--- config.mk ---
export PLATFORM = sky130hd
export DESIGN_NAME = vector_list_seq_flat
export DESIGN_NICKNAME = d
export VERILOG_FILES = /design/src/rtl/vector_pkg.sv /design/src/rtl/vector_list_seq_if.sv /design/src/rtl/vector_clamp.sv /design/src/rtl/vector_list_seq.sv /design/src/flat_wrapper.sv
export SDC_FILE = /design/constraint.sdc
export NUM_CORES = 1
export LEC_CHECK = 0
export BUFFER_PORTS_ARGS = -buffer_cell sky130_fd_sc_hd__buf_2
export CAP_MARGIN = 10
export CORE_UTILIZATION = 30
export CTS_CLUSTER_SIZE = 8
export DETAILED_ROUTE_END_ITERATION = 7
export SLEW_MARGIN = 15
export SYNTH_ARGS = -nofsm -noshare
export SYNTH_HDL_FRONTEND = slang
export SYNTH_SLANG_ARGS = --single-unit
--- constraint.sdc ---
create_clock -name clk -period 2.7 [get_ports clk]
set_input_delay 0.675 -clock clk [delete_from_list [all_inputs] [get_ports clk]]
set_output_delay 0.675 -clock clk [all_outputs]
set_load 0.05 [all_outputs]
--- src/rtl/vector_pkg.sv ---
// Shared definitions for the display-list sequencer: FSM state codes, entry-type
// encodings ({pos, line}) and the decoded vector entry record.
package vector_pkg;

  typedef logic [2:0] state_t;

  localparam state_t ST_IDLE     = 3'd0;
  localparam state_t ST_FETCH    = 3'd1;
  localparam state_t ST_DECODE   = 3'd2;
  localparam state_t ST_SEND     = 3'd3;
  localparam state_t ST_WAITBUSY = 3'd4;
  localparam state_t ST_WAITDONE = 3'd5;
  localparam state_t ST_ENDFRAME = 3'd6;

  localparam logic [1:0] ENT_NOP  = 2'b00;
  localparam logic [1:0] ENT_DRAW = 2'b01;
  localparam logic [1:0] ENT_MOVE = 2'b10;
  localparam logic [1:0] ENT_END  = 2'b11;

  // Coordinates are carried at this width internally; IN_WIDTH must not exceed it.
  localparam int VEC_COORD_MAX_W = 16;

  typedef struct packed {
    logic [VEC_COORD_MAX_W-1:0] x;
    logic [VEC_COORD_MAX_W-1:0] y;
    logic                       line;
    logic                       pos;
  } vector_entry_t;

  function automatic logic [1:0] entry_type(input vector_entry_t e);
    return {e.pos, e.line};
  endfunction

endpackage

--- src/rtl/vector_list_seq_if.sv ---
// Bus between the sequencer, the vector RAM read port and the line drawer.
// master = sequencer side, slave = memory/drawer side.
interface vector_list_seq_if #(
  parameter int IN_WIDTH  = 8,
  parameter int ADR_WIDTH = 9,
  parameter int BANK_BITS = 1
);
  logic                       en;
  logic [BANK_BITS-1:0]       bank;
  logic [IN_WIDTH-1:0]        x;
  logic [IN_WIDTH-1:0]        y;
  logic                       line;
  logic                       pos;
  logic                       busy;
  logic                       done;
  logic [ADR_WIDTH-1:0]       adr;
  logic                       go;
  logic signed [IN_WIDTH:0]   stax;
  logic signed [IN_WIDTH:0]   stay;
  logic signed [IN_WIDTH:0]   endx;
  logic signed [IN_WIDTH:0]   endy;
  logic                       vector_reset;
  logic [15:0]                frame_count;

  modport master (
    input  en, bank, x, y, line, pos, busy, done,
    output adr, go, stax, stay, endx, endy, vector_reset, frame_count
  );

  modport slave (
    output en, bank, x, y, line, pos, busy, done,
    input  adr, go, stax, stay, endx, endy, vector_reset, frame_count
  );
endinterface

--- src/rtl/vector_clamp.sv ---
// Combinational saturation of one unsigned coordinate to [MIN_VAL, MAX_VAL].
module vector_clamp #(
  parameter int WIDTH   = 8,
  parameter int MIN_VAL = 0,
  parameter int MAX_VAL = 255
) (
  input  logic [WIDTH-1:0] din,
  output logic [WIDTH-1:0] dout
);
  localparam logic [WIDTH-1:0] LO = WIDTH'(MIN_VAL);
  localparam logic [WIDTH-1:0] HI = WIDTH'(MAX_VAL);

  always_comb begin
    dout = din;
    if (din <= LO)
      dout = LO;
    else if (din >= HI)
      dout = HI;
  end
endmodule

--- src/rtl/vector_list_seq.sv ---
// Display-list sequencer: walks vector RAM, decodes MOVE/DRAW/NOP/END and hands
// line endpoints to the drawer. Define VECTOR_CLAMP_EN to saturate coordinates.
module vector_list_seq
  import vector_pkg::*;
#(
  parameter int IN_WIDTH  = 8,
  parameter int OFF_WIDTH = 8,
  parameter int BANK_BITS = 1,
  parameter int RD_LAT    = 1,
  parameter int FRAME_MIN = 0,
  parameter int FRAME_MAX = 255
) (
  input logic             clk,
  input logic             rst,
  vector_list_seq_if.master bus
);
  localparam int ADR_WIDTH = BANK_BITS + OFF_WIDTH;
  localparam int WAIT_W    = $clog2(RD_LAT + 2);
  localparam logic [WAIT_W-1:0]    WAIT_LAST = WAIT_W'(RD_LAT);
  localparam logic [OFF_WIDTH-1:0] OFF_LAST  = {OFF_WIDTH{1'b1}};

  state_t                     state_q, state_d;
  logic [OFF_WIDTH-1:0]       offset_q, offset_d;
  logic [BANK_BITS-1:0]       bank_q, bank_d;
  logic [ADR_WIDTH-1:0]       adr_q, adr_d;
  logic [WAIT_W-1:0]          wait_q, wait_d;
  vector_entry_t              entry_q, entry_d;
  logic [VEC_COORD_MAX_W-1:0] cur_x_q, cur_x_d, cur_y_q, cur_y_d;
  logic [IN_WIDTH-1:0]        stax_q, stax_d, stay_q, stay_d;
  logic [IN_WIDTH-1:0]        endx_q, endx_d, endy_q, endy_d;
  logic                       go_q, go_d;
  logic                       vr_q, vr_d;
  logic [15:0]                frame_q, frame_d;
  logic                       advance;
  logic                       finish;
  logic [IN_WIDTH-1:0]        samp_x, samp_y;

`ifdef VECTOR_CLAMP_EN
  vector_clamp #(.WIDTH(IN_WIDTH), .MIN_VAL(FRAME_MIN), .MAX_VAL(FRAME_MAX)) u_clamp_x (
    .din  (bus.x),
    .dout (samp_x)
  );
  vector_clamp #(.WIDTH(IN_WIDTH), .MIN_VAL(FRAME_MIN), .MAX_VAL(FRAME_MAX)) u_clamp_y (
    .din  (bus.y),
    .dout (samp_y)
  );
`else
  assign samp_x = bus.x;
  assign samp_y = bus.y;
  // Clamp bounds only matter when clamping is built in.
  if (FRAME_MIN > FRAME_MAX) begin : g_unused_bounds
  end
`endif

  always_comb begin
    state_d  = state_q;
    offset_d = offset_q;
    bank_d   = bank_q;
    adr_d    = adr_q;
    wait_d   = wait_q;
    entry_d  = entry_q;
    cur_x_d  = cur_x_q;
    cur_y_d  = cur_y_q;
    stax_d   = stax_q;
    stay_d   = stay_q;
    endx_d   = endx_q;
    endy_d   = endy_q;
    frame_d  = frame_q;
    go_d     = 1'b0;
    vr_d     = 1'b0;
    advance  = 1'b0;
    finish   = 1'b0;

    case (state_q)
      ST_IDLE, ST_ENDFRAME: begin
        if (bus.en) begin
          bank_d   = bus.bank;
          offset_d = '0;
          adr_d    = {bus.bank, {OFF_WIDTH{1'b0}}};
          wait_d   = '0;
          state_d  = ST_FETCH;
        end else begin
          state_d  = ST_IDLE;
        end
      end
      ST_FETCH: begin
        if (wait_q == WAIT_LAST) begin
          entry_d.x    = VEC_COORD_MAX_W'(samp_x);
          entry_d.y    = VEC_COORD_MAX_W'(samp_y);
          entry_d.line = bus.line;
          entry_d.pos  = bus.pos;
          state_d      = ST_DECODE;
        end else begin
          wait_d = wait_q + 1'b1;
        end
      end
      ST_DECODE: begin
        case (entry_type(entry_q))
          ENT_DRAW: begin
            stax_d  = cur_x_q[IN_WIDTH-1:0];
            stay_d  = cur_y_q[IN_WIDTH-1:0];
            endx_d  = entry_q.x[IN_WIDTH-1:0];
            endy_d  = entry_q.y[IN_WIDTH-1:0];
            cur_x_d = entry_q.x;
            cur_y_d = entry_q.y;
            // A zero-length line never reaches the drawer.
            if ((cur_x_q == entry_q.x) && (cur_y_q == entry_q.y)) begin
              advance = 1'b1;
            end else begin
              go_d    = 1'b1;
              state_d = ST_SEND;
            end
          end
          ENT_MOVE: begin
            cur_x_d = entry_q.x;
            cur_y_d = entry_q.y;
            advance = 1'b1;
          end
          ENT_END:  finish  = 1'b1;
          default:  advance = 1'b1;
        endcase
      end
      ST_SEND:     state_d = ST_WAITBUSY;
      ST_WAITBUSY: begin
        if (bus.done)
          advance = 1'b1;
        else if (bus.busy)
          state_d = ST_WAITDONE;
      end
      ST_WAITDONE: begin
        if (bus.done)
          advance = 1'b1;
      end
      default:     state_d = ST_IDLE;
    endcase

    // The last slot of a list ends the frame even without an END entry.
    if (advance) begin
      if (offset_q == OFF_LAST) begin
        finish = 1'b1;
      end else begin
        offset_d = offset_q + 1'b1;
        adr_d    = {bank_q, offset_q + 1'b1};
        wait_d   = '0;
        state_d  = ST_FETCH;
      end
    end

    if (finish) begin
      vr_d    = 1'b1;
      frame_d = frame_q + 16'd1;
      state_d = ST_ENDFRAME;
    end
  end

  always_ff @(posedge clk) begin
    if (rst) begin
      state_q  <= ST_IDLE;
      offset_q <= '0;
      bank_q   <= '0;
      adr_q    <= '0;
      wait_q   <= '0;
      entry_q  <= '0;
      cur_x_q  <= '0;
      cur_y_q  <= '0;
      stax_q   <= '0;
      stay_q   <= '0;
      endx_q   <= '0;
      endy_q   <= '0;
      go_q     <= 1'b0;
      vr_q     <= 1'b0;
      frame_q  <= '0;
    end else begin
      state_q  <= state_d;
      offset_q <= offset_d;
      bank_q   <= bank_d;
      adr_q    <= adr_d;
      wait_q   <= wait_d;
      entry_q  <= entry_d;
      cur_x_q  <= cur_x_d;
      cur_y_q  <= cur_y_d;
      stax_q   <= stax_d;
      stay_q   <= stay_d;
      endx_q   <= endx_d;
      endy_q   <= endy_d;
      go_q     <= go_d;
      vr_q     <= vr_d;
      frame_q  <= frame_d;
    end
  end

  assign bus.adr          = adr_q;
  assign bus.go           = go_q;
  assign bus.stax         = {1'b0, stax_q};
  assign bus.stay         = {1'b0, stay_q};
  assign bus.endx         = {1'b0, endx_q};
  assign bus.endy         = {1'b0, endy_q};
  assign bus.vector_reset = vr_q;
  assign bus.frame_count  = frame_q;

endmodule

--- src/flat_wrapper.sv ---
// flat-port wrapper written by rule: the top's interface ports become plain ports
module vector_list_seq_flat import vector_pkg::*;
#(
  parameter int IN_WIDTH  = 8,
  parameter int OFF_WIDTH = 8,
  parameter int BANK_BITS = 1,
  parameter int RD_LAT    = 1,
  parameter int FRAME_MIN = 0,
  parameter int FRAME_MAX = 255
)
  (clk, rst, bus_en, bus_bank, bus_x, bus_y, bus_line, bus_pos, bus_busy, bus_done, bus_adr, bus_go, bus_stax, bus_stay, bus_endx, bus_endy, bus_vector_reset, bus_frame_count);
  vector_list_seq_if #(.IN_WIDTH(IN_WIDTH), .ADR_WIDTH((BANK_BITS + OFF_WIDTH)), .BANK_BITS(BANK_BITS)) bus_i ();
  input logic clk;
  input logic rst;
  input wire logic [$bits(bus_i.en)-1:0] bus_en;
  input wire logic [$bits(bus_i.bank)-1:0] bus_bank;
  input wire logic [$bits(bus_i.x)-1:0] bus_x;
  input wire logic [$bits(bus_i.y)-1:0] bus_y;
  input wire logic [$bits(bus_i.line)-1:0] bus_line;
  input wire logic [$bits(bus_i.pos)-1:0] bus_pos;
  input wire logic [$bits(bus_i.busy)-1:0] bus_busy;
  input wire logic [$bits(bus_i.done)-1:0] bus_done;
  output wire logic [$bits(bus_i.adr)-1:0] bus_adr;
  output wire logic [$bits(bus_i.go)-1:0] bus_go;
  output wire logic [$bits(bus_i.stax)-1:0] bus_stax;
  output wire logic [$bits(bus_i.stay)-1:0] bus_stay;
  output wire logic [$bits(bus_i.endx)-1:0] bus_endx;
  output wire logic [$bits(bus_i.endy)-1:0] bus_endy;
  output wire logic [$bits(bus_i.vector_reset)-1:0] bus_vector_reset;
  output wire logic [$bits(bus_i.frame_count)-1:0] bus_frame_count;
  assign bus_i.en = bus_en;
  assign bus_i.bank = bus_bank;
  assign bus_i.x = bus_x;
  assign bus_i.y = bus_y;
  assign bus_i.line = bus_line;
  assign bus_i.pos = bus_pos;
  assign bus_i.busy = bus_busy;
  assign bus_i.done = bus_done;
  assign bus_adr = bus_i.adr;
  assign bus_go = bus_i.go;
  assign bus_stax = bus_i.stax;
  assign bus_stay = bus_i.stay;
  assign bus_endx = bus_i.endx;
  assign bus_endy = bus_i.endy;
  assign bus_vector_reset = bus_i.vector_reset;
  assign bus_frame_count = bus_i.frame_count;
  vector_list_seq #(.IN_WIDTH(IN_WIDTH), .OFF_WIDTH(OFF_WIDTH), .BANK_BITS(BANK_BITS), .RD_LAT(RD_LAT), .FRAME_MIN(FRAME_MIN), .FRAME_MAX(FRAME_MAX)) u_core (.clk(clk), .rst(rst), .bus(bus_i));
endmodule
* After elaboration in Yosys (flattened, before gate mapping)
Cells that the tools add are included.
** Word-level totals
- Word-level logic and storage cells :: 81
- Bits of input ports :: 24
- Flip-flop bits (word level) :: 107
- Output and inout port bits :: 63
** Operators by class
- Bitwise logic cells :: 2
- Eq/ne operators :: 13
- Reduce and logical (&&, ||, !) cells :: 11
- Multiplexer cells :: 33
- Add/sub/neg operators :: 3
** Operators by type and width (number)
- $mux W9 :: 4
- $mux W8 :: 4
- $mux W3 :: 8
- $pmux W3 S6 :: 1
- $add A16 B1 Y16 const B :: 1
- $eq A8 B8 Y1 :: 2
- $eq A3 B3 Y1 const B :: 3
- $mux W1 :: 9
- $add A8 B1 Y8 const B :: 1
- $eq A8 B8 Y1 const B :: 1
- $mux W2 :: 4
- $reduce_and A2 Y1 :: 4
- $reduce_or A2 Y1 :: 4
- $eq A3 B2 Y1 const B :: 2
- $eq A2 B1 Y1 const B :: 2
- $eq A2 B2 Y1 const B :: 2
- $pmux W1 S2 :: 2
- $pmux W2 S2 :: 1
- $eq A3 B1 Y1 const B :: 1
- $logic_not A3 Y1 :: 1
- $reduce_or A3 Y1 :: 1
- $add A2 B1 Y2 const B :: 1
- $not A1 Y1 :: 2
- $logic_and A1 B1 Y1 :: 1

* Longest topological paths before layout
- Depth in word-level cells :: 8
- Depth in mapped cells :: 8
- Gate-level depth less buffers :: 8

* Worst setup path after synthesis
No wires, ideal clock.
- Path kind :: register to register
- Start point :: reg u_core.frame_q[2], in the netlist u_core.bus.frame_count[2]
- End point :: reg u_core.frame_q[13], in the netlist u_core.bus.frame_count[13]
- Required time :: 2.630 ns
- Library setup time :: 0.070 ns
- Stages on the path, launching flop included :: 8
- Data arrival time :: 2.051 ns
- Buffers on the path :: 1
- Slack :: 0.578 ns
- Period minus slack after synthesis :: 2.122 ns
- Path through :: dfxtp_1 > and4_1 > nand4_1 > nor3_1 > a21oi_1 > clkbuf_1 > or3_1 > a21oi_1
** Between the ends
- Word-level cells in the longest chain between the ends :: 1
** Ends and longest elaborated chain
- start, declared :: line vector_list_seq.sv:33 : logic [15:0] frame_q, frame_d;
- start signal, assigned :: line vector_list_seq.sv:188 : frame_q <= frame_d;
- $add A16 B1 Y16 :: line vector_list_seq.sv:151 : frame_d = frame_q + 16'd1;
Every way passes these cells.
A chain may end at the register's enable or synchronous reset.

* Final worst setup path
- Start point :: reg u_core.entry_q[2] (netlist name)
- End point :: reg u_core.frame_q[7], in the netlist u_core.bus.frame_count[7]
** Between the ends
- Word-level cells in the longest chain between the ends :: 6
** Ends and longest elaborated chain
- start, declared :: line vector_list_seq.sv:27 : vector_entry_t entry_q, entry_d;
- start signal, assigned :: line vector_list_seq.sv:179 : entry_q <= entry_d;
- $eq A8 B8 Y1 :: line vector_list_seq.sv:107 : if ((cur_x_q == entry_q.x) && (cur_y_q == entry_q.y)) begin
- $logic_and A1 B1 Y1 :: line vector_list_seq.sv:107
- $mux W1 :: line vector_list_seq.sv:107
- $pmux W1 S2 :: line vector_list_seq.sv:98 : case (entry_type(entry_q))
- $pmux W1 S2 :: line vector_list_seq.sv:74 : case (state_q)
- $mux W1 :: line vector_list_seq.sv:138 : if (advance) begin
Every way passes these cells.

==> metrics <==
setup violators final 0; Arr. time, crit path 2.65 ns; routed wire length 10900 um; row count 43; Synth Area in Simple Gates 22.4%; ys async rst share 0%; Clock Skew between 0.008 and 0.009 ns; # diodes 0; mean post-synth cell area about 8.3 um^2; die area 15100 um^2; Worst setup SP type register; Initial Util ~31%; vias per cell 4.87; RSZ-0062 raised after global routing no; CTS root buf clkbuf_16; fin crit period about 2.4 ns; max-capacitance violation count 0; Worst-Skew Late Latency approximately 0.35 ns; DRC viols 0; Max VDD drop 0.000313 V; Pleak roughly 2.1 nW; fmax 422 MHz; first-pass GRT wire length ~18000 um; Logic pwr share ~4.8%; Post-synth EDFFs 0; CTS clock-pin slew for the worst setup and hold paths about 0.07 ns; largest net degree at the start of global routing 39; post-CTS sizing 0; Die X between 100 and 150 um; remaining antenna violation count 0; cell depth of the worst hold path 2; Max Slew Vio Count 0; DR vias roughly 3800; worst r2r path cells 6; Power Total ~3.3 mW; synth unique cells 50; net switching power between 700 and 800 uW; CTS buffer count 9; layout cells sized above 1 20.9%; Setup WS pre-CTS roughly 0.38 ns; # Post-CTS Setup Buffers 0; Final Hold Vio Count 0; Clk pwr share 46.2%; Nets roughly 620; post-synthesis mux area share less than 1%; gr ovfl total 0; post-synthesis compound-gate area fraction between 15 and 20%; final setup TNS 0 ns; Worst slew margin a little over half; Post-Syn Area 4370 um^2; CTS max path bufs 2; num ports 87; Warnings, synthesis 0; worst slew pin tran between 0.7 and 0.8 ns; worst min path class register to register; crit-path max FO 16; DIE HEIGHT 123 um; sw frac roughly 21%; DR WL/cell 14.0 um; vias in the first global route approximately 3500; PD cells 622 nW/um^2; Flop pwr share 49.0%; period utilisation layout ~90%; CTS tree built; core footprint between 10000 and 15000 um^2; Final Hold Slack approximately 0.45 ns; Post-Synth Adder-Cell Area ~1.1%; largest family of logic cells by synthesized area simple AND/OR/NAND/NOR gates; H-tree Lvls 3; Worst EP required between 2 and 3 ns; Clock Sinks 107; Internal between 2 and 3 mW; WS Path Type register to register; Iter 0 DRT Violations around 250; post-DP HPWL between 7000 and 8000 um; DR pass1 iterations 4; initial antenna violation count 0; final worst slack approximately 0.33 ns; Hold-fix buffers, CTS 0; xor/xnor share of the synthesized area under 10%; Yosys reg bits between 100 and 150; sequential area share after synthesis ~49%; Synth Instances roughly 520; Final Util 37.5%; Layout area overhead 20.4%; ys flop type dfxtp_1; Critical Path End Type register; GR Util All Layers ~15%; status completed; RD Place Congestion 0.798; IO buf count 82
## power groups by stage
| stage | Combinational [mW] | Clock (mW) | Sequential [mW] |
|---|---|---|---|
| after global placement | 0.155 | 0 | 1.64 |
| after detailed placement | 0.157 | 0 | 1.64 |
| after global routing | 0.172 | 1.61 | 1.61 |
| after CTS | 0.158 | 1.55 | 1.60 |
| after floorplan | 0.114 | 0 | 1.64 |
| final | 0.157 | 1.51 | 1.61 |
## layer usage
layer / share of wire (%) / wire length, um / up-vias / global-route usage, %
li1: - / - / 1916 / -
met1: 47 / 5100 / 1795 / 19.1
met2: 46 / 5060 / 72 / 23.7
met3: 5.2 / 564 / 12 / 4.51
met4: 1.5 / 168 / 0 / 6.25
met5: 0 / 0 / - / 0
## cell type report
type,count,area (um^2)
Clock buffer,12,246
Clock inverter,4,97.6
Tap cell,180,225
Fill cell,1446,8780
Multi-Input combinational cell,383,2080
Timing Repair Buffer,89,463
Sequential cell,107,2140
Inverter,4,15.0
## placed cells by master, fill, tap and decap left out, drive strengths merged, types with 5 or more instances in the layout
cell type	count
a21o	11
a21oi	85
buf	89
clkbuf	12
dfxtp	107
nand2	146
nand3	5
nand4	8
nor2	15
nor3	7
o21ai	11
or3	11
or4	5
xnor2	19
xor2	6
## through the flow
stage	area, um^2	cells
after floorplan	4380	527
after detailed placement	4920	763
final	5270	779
after global routing	5270	779
after CTS	5270	779
after global placement	4920	763
## Yosys cell counts, types with 4 or more instances
library cell	count	area (um^2)
or4_1	5	37.5
o21ai_0	9	45.0
and2_1	4	25.0
buf_4	4	30.0
xor2_1	6	52.6
a21oi_1	85	425
nor3_1	7	35.0
or3_1	11	68.8
inv_1	4	15.0
o211ai_1	4	30.0
nand2_1	146	548
clkbuf_1	26	97.6
ha_1	4	50.1
xnor2_1	19	166
nand3_1	5	25.0
dfxtp_1	107	2140
nor2_1	15	56.3
o31ai_1	4	30.0
nand4_1	8	50.1
a21o_2	10	87.6
## worst paths after layout
kind	startpoint	end	slack [ns]
max	u_core.entry_q[2]$_SDFFE_PP0P_	u_core.bus.frame_count[7]$_SDFFE_PP0P_	0.33
min	u_core.endx_q[2]$_SDFFE_PP0P_	u_core.endx_q[2]$_SDFFE_PP0P_	0.45
max reg2reg	u_core.entry_q[2]$_SDFFE_PP0P_	u_core.bus.frame_count[7]$_SDFFE_PP0P_	0.33
min reg2reg	u_core.endx_q[2]$_SDFFE_PP0P_	u_core.endx_q[2]$_SDFFE_PP0P_	0.45
## sequential cells by signal, indices dropped and copies added (netlist names)
| name | flops |
|---|---|
| u_core.bus.vector_reset | 1 |
| u_core.stax_q | 8 |
| u_core.offset_q | 8 |
| u_core.endx_q | 8 |
| u_core.cur_y_q | 8 |
| u_core.state_q | 3 |
| u_core.bus.go | 1 |
| u_core.wait_q | 2 |
| u_core.bank_q | 1 |
| u_core.stay_q | 8 |
| u_core.entry_q | 18 |
| u_core.bus.adr | 9 |
| u_core.bus.frame_count | 16 |
| u_core.endy_q | 8 |
| u_core.cur_x_q | 8 |
## cell families after synthesis
| family | after synthesis |
|---|---|
| buffers and inverters | 37 |
| XOR/XNOR | 25 |
| AND/OR/NAND/NOR | 217 |
| AO/OA/AOI/OAI | 129 |
| adder cells (fa/ha/maj) | 4 |
| flip-flops | 107 |
| other | 1 |
| multiplexers | 4 |
## worst max-delay path, stage by stage, from the launching register on
cell,delay [ns]
dfxtp_1,0.40
xnor2_1,0.15
nand4_1,0.20
nor4_4,0.54
o21ai_2,0.30
or4_1,0.56
a21oi_1,0.14
(Power assumes the default switching activity.)
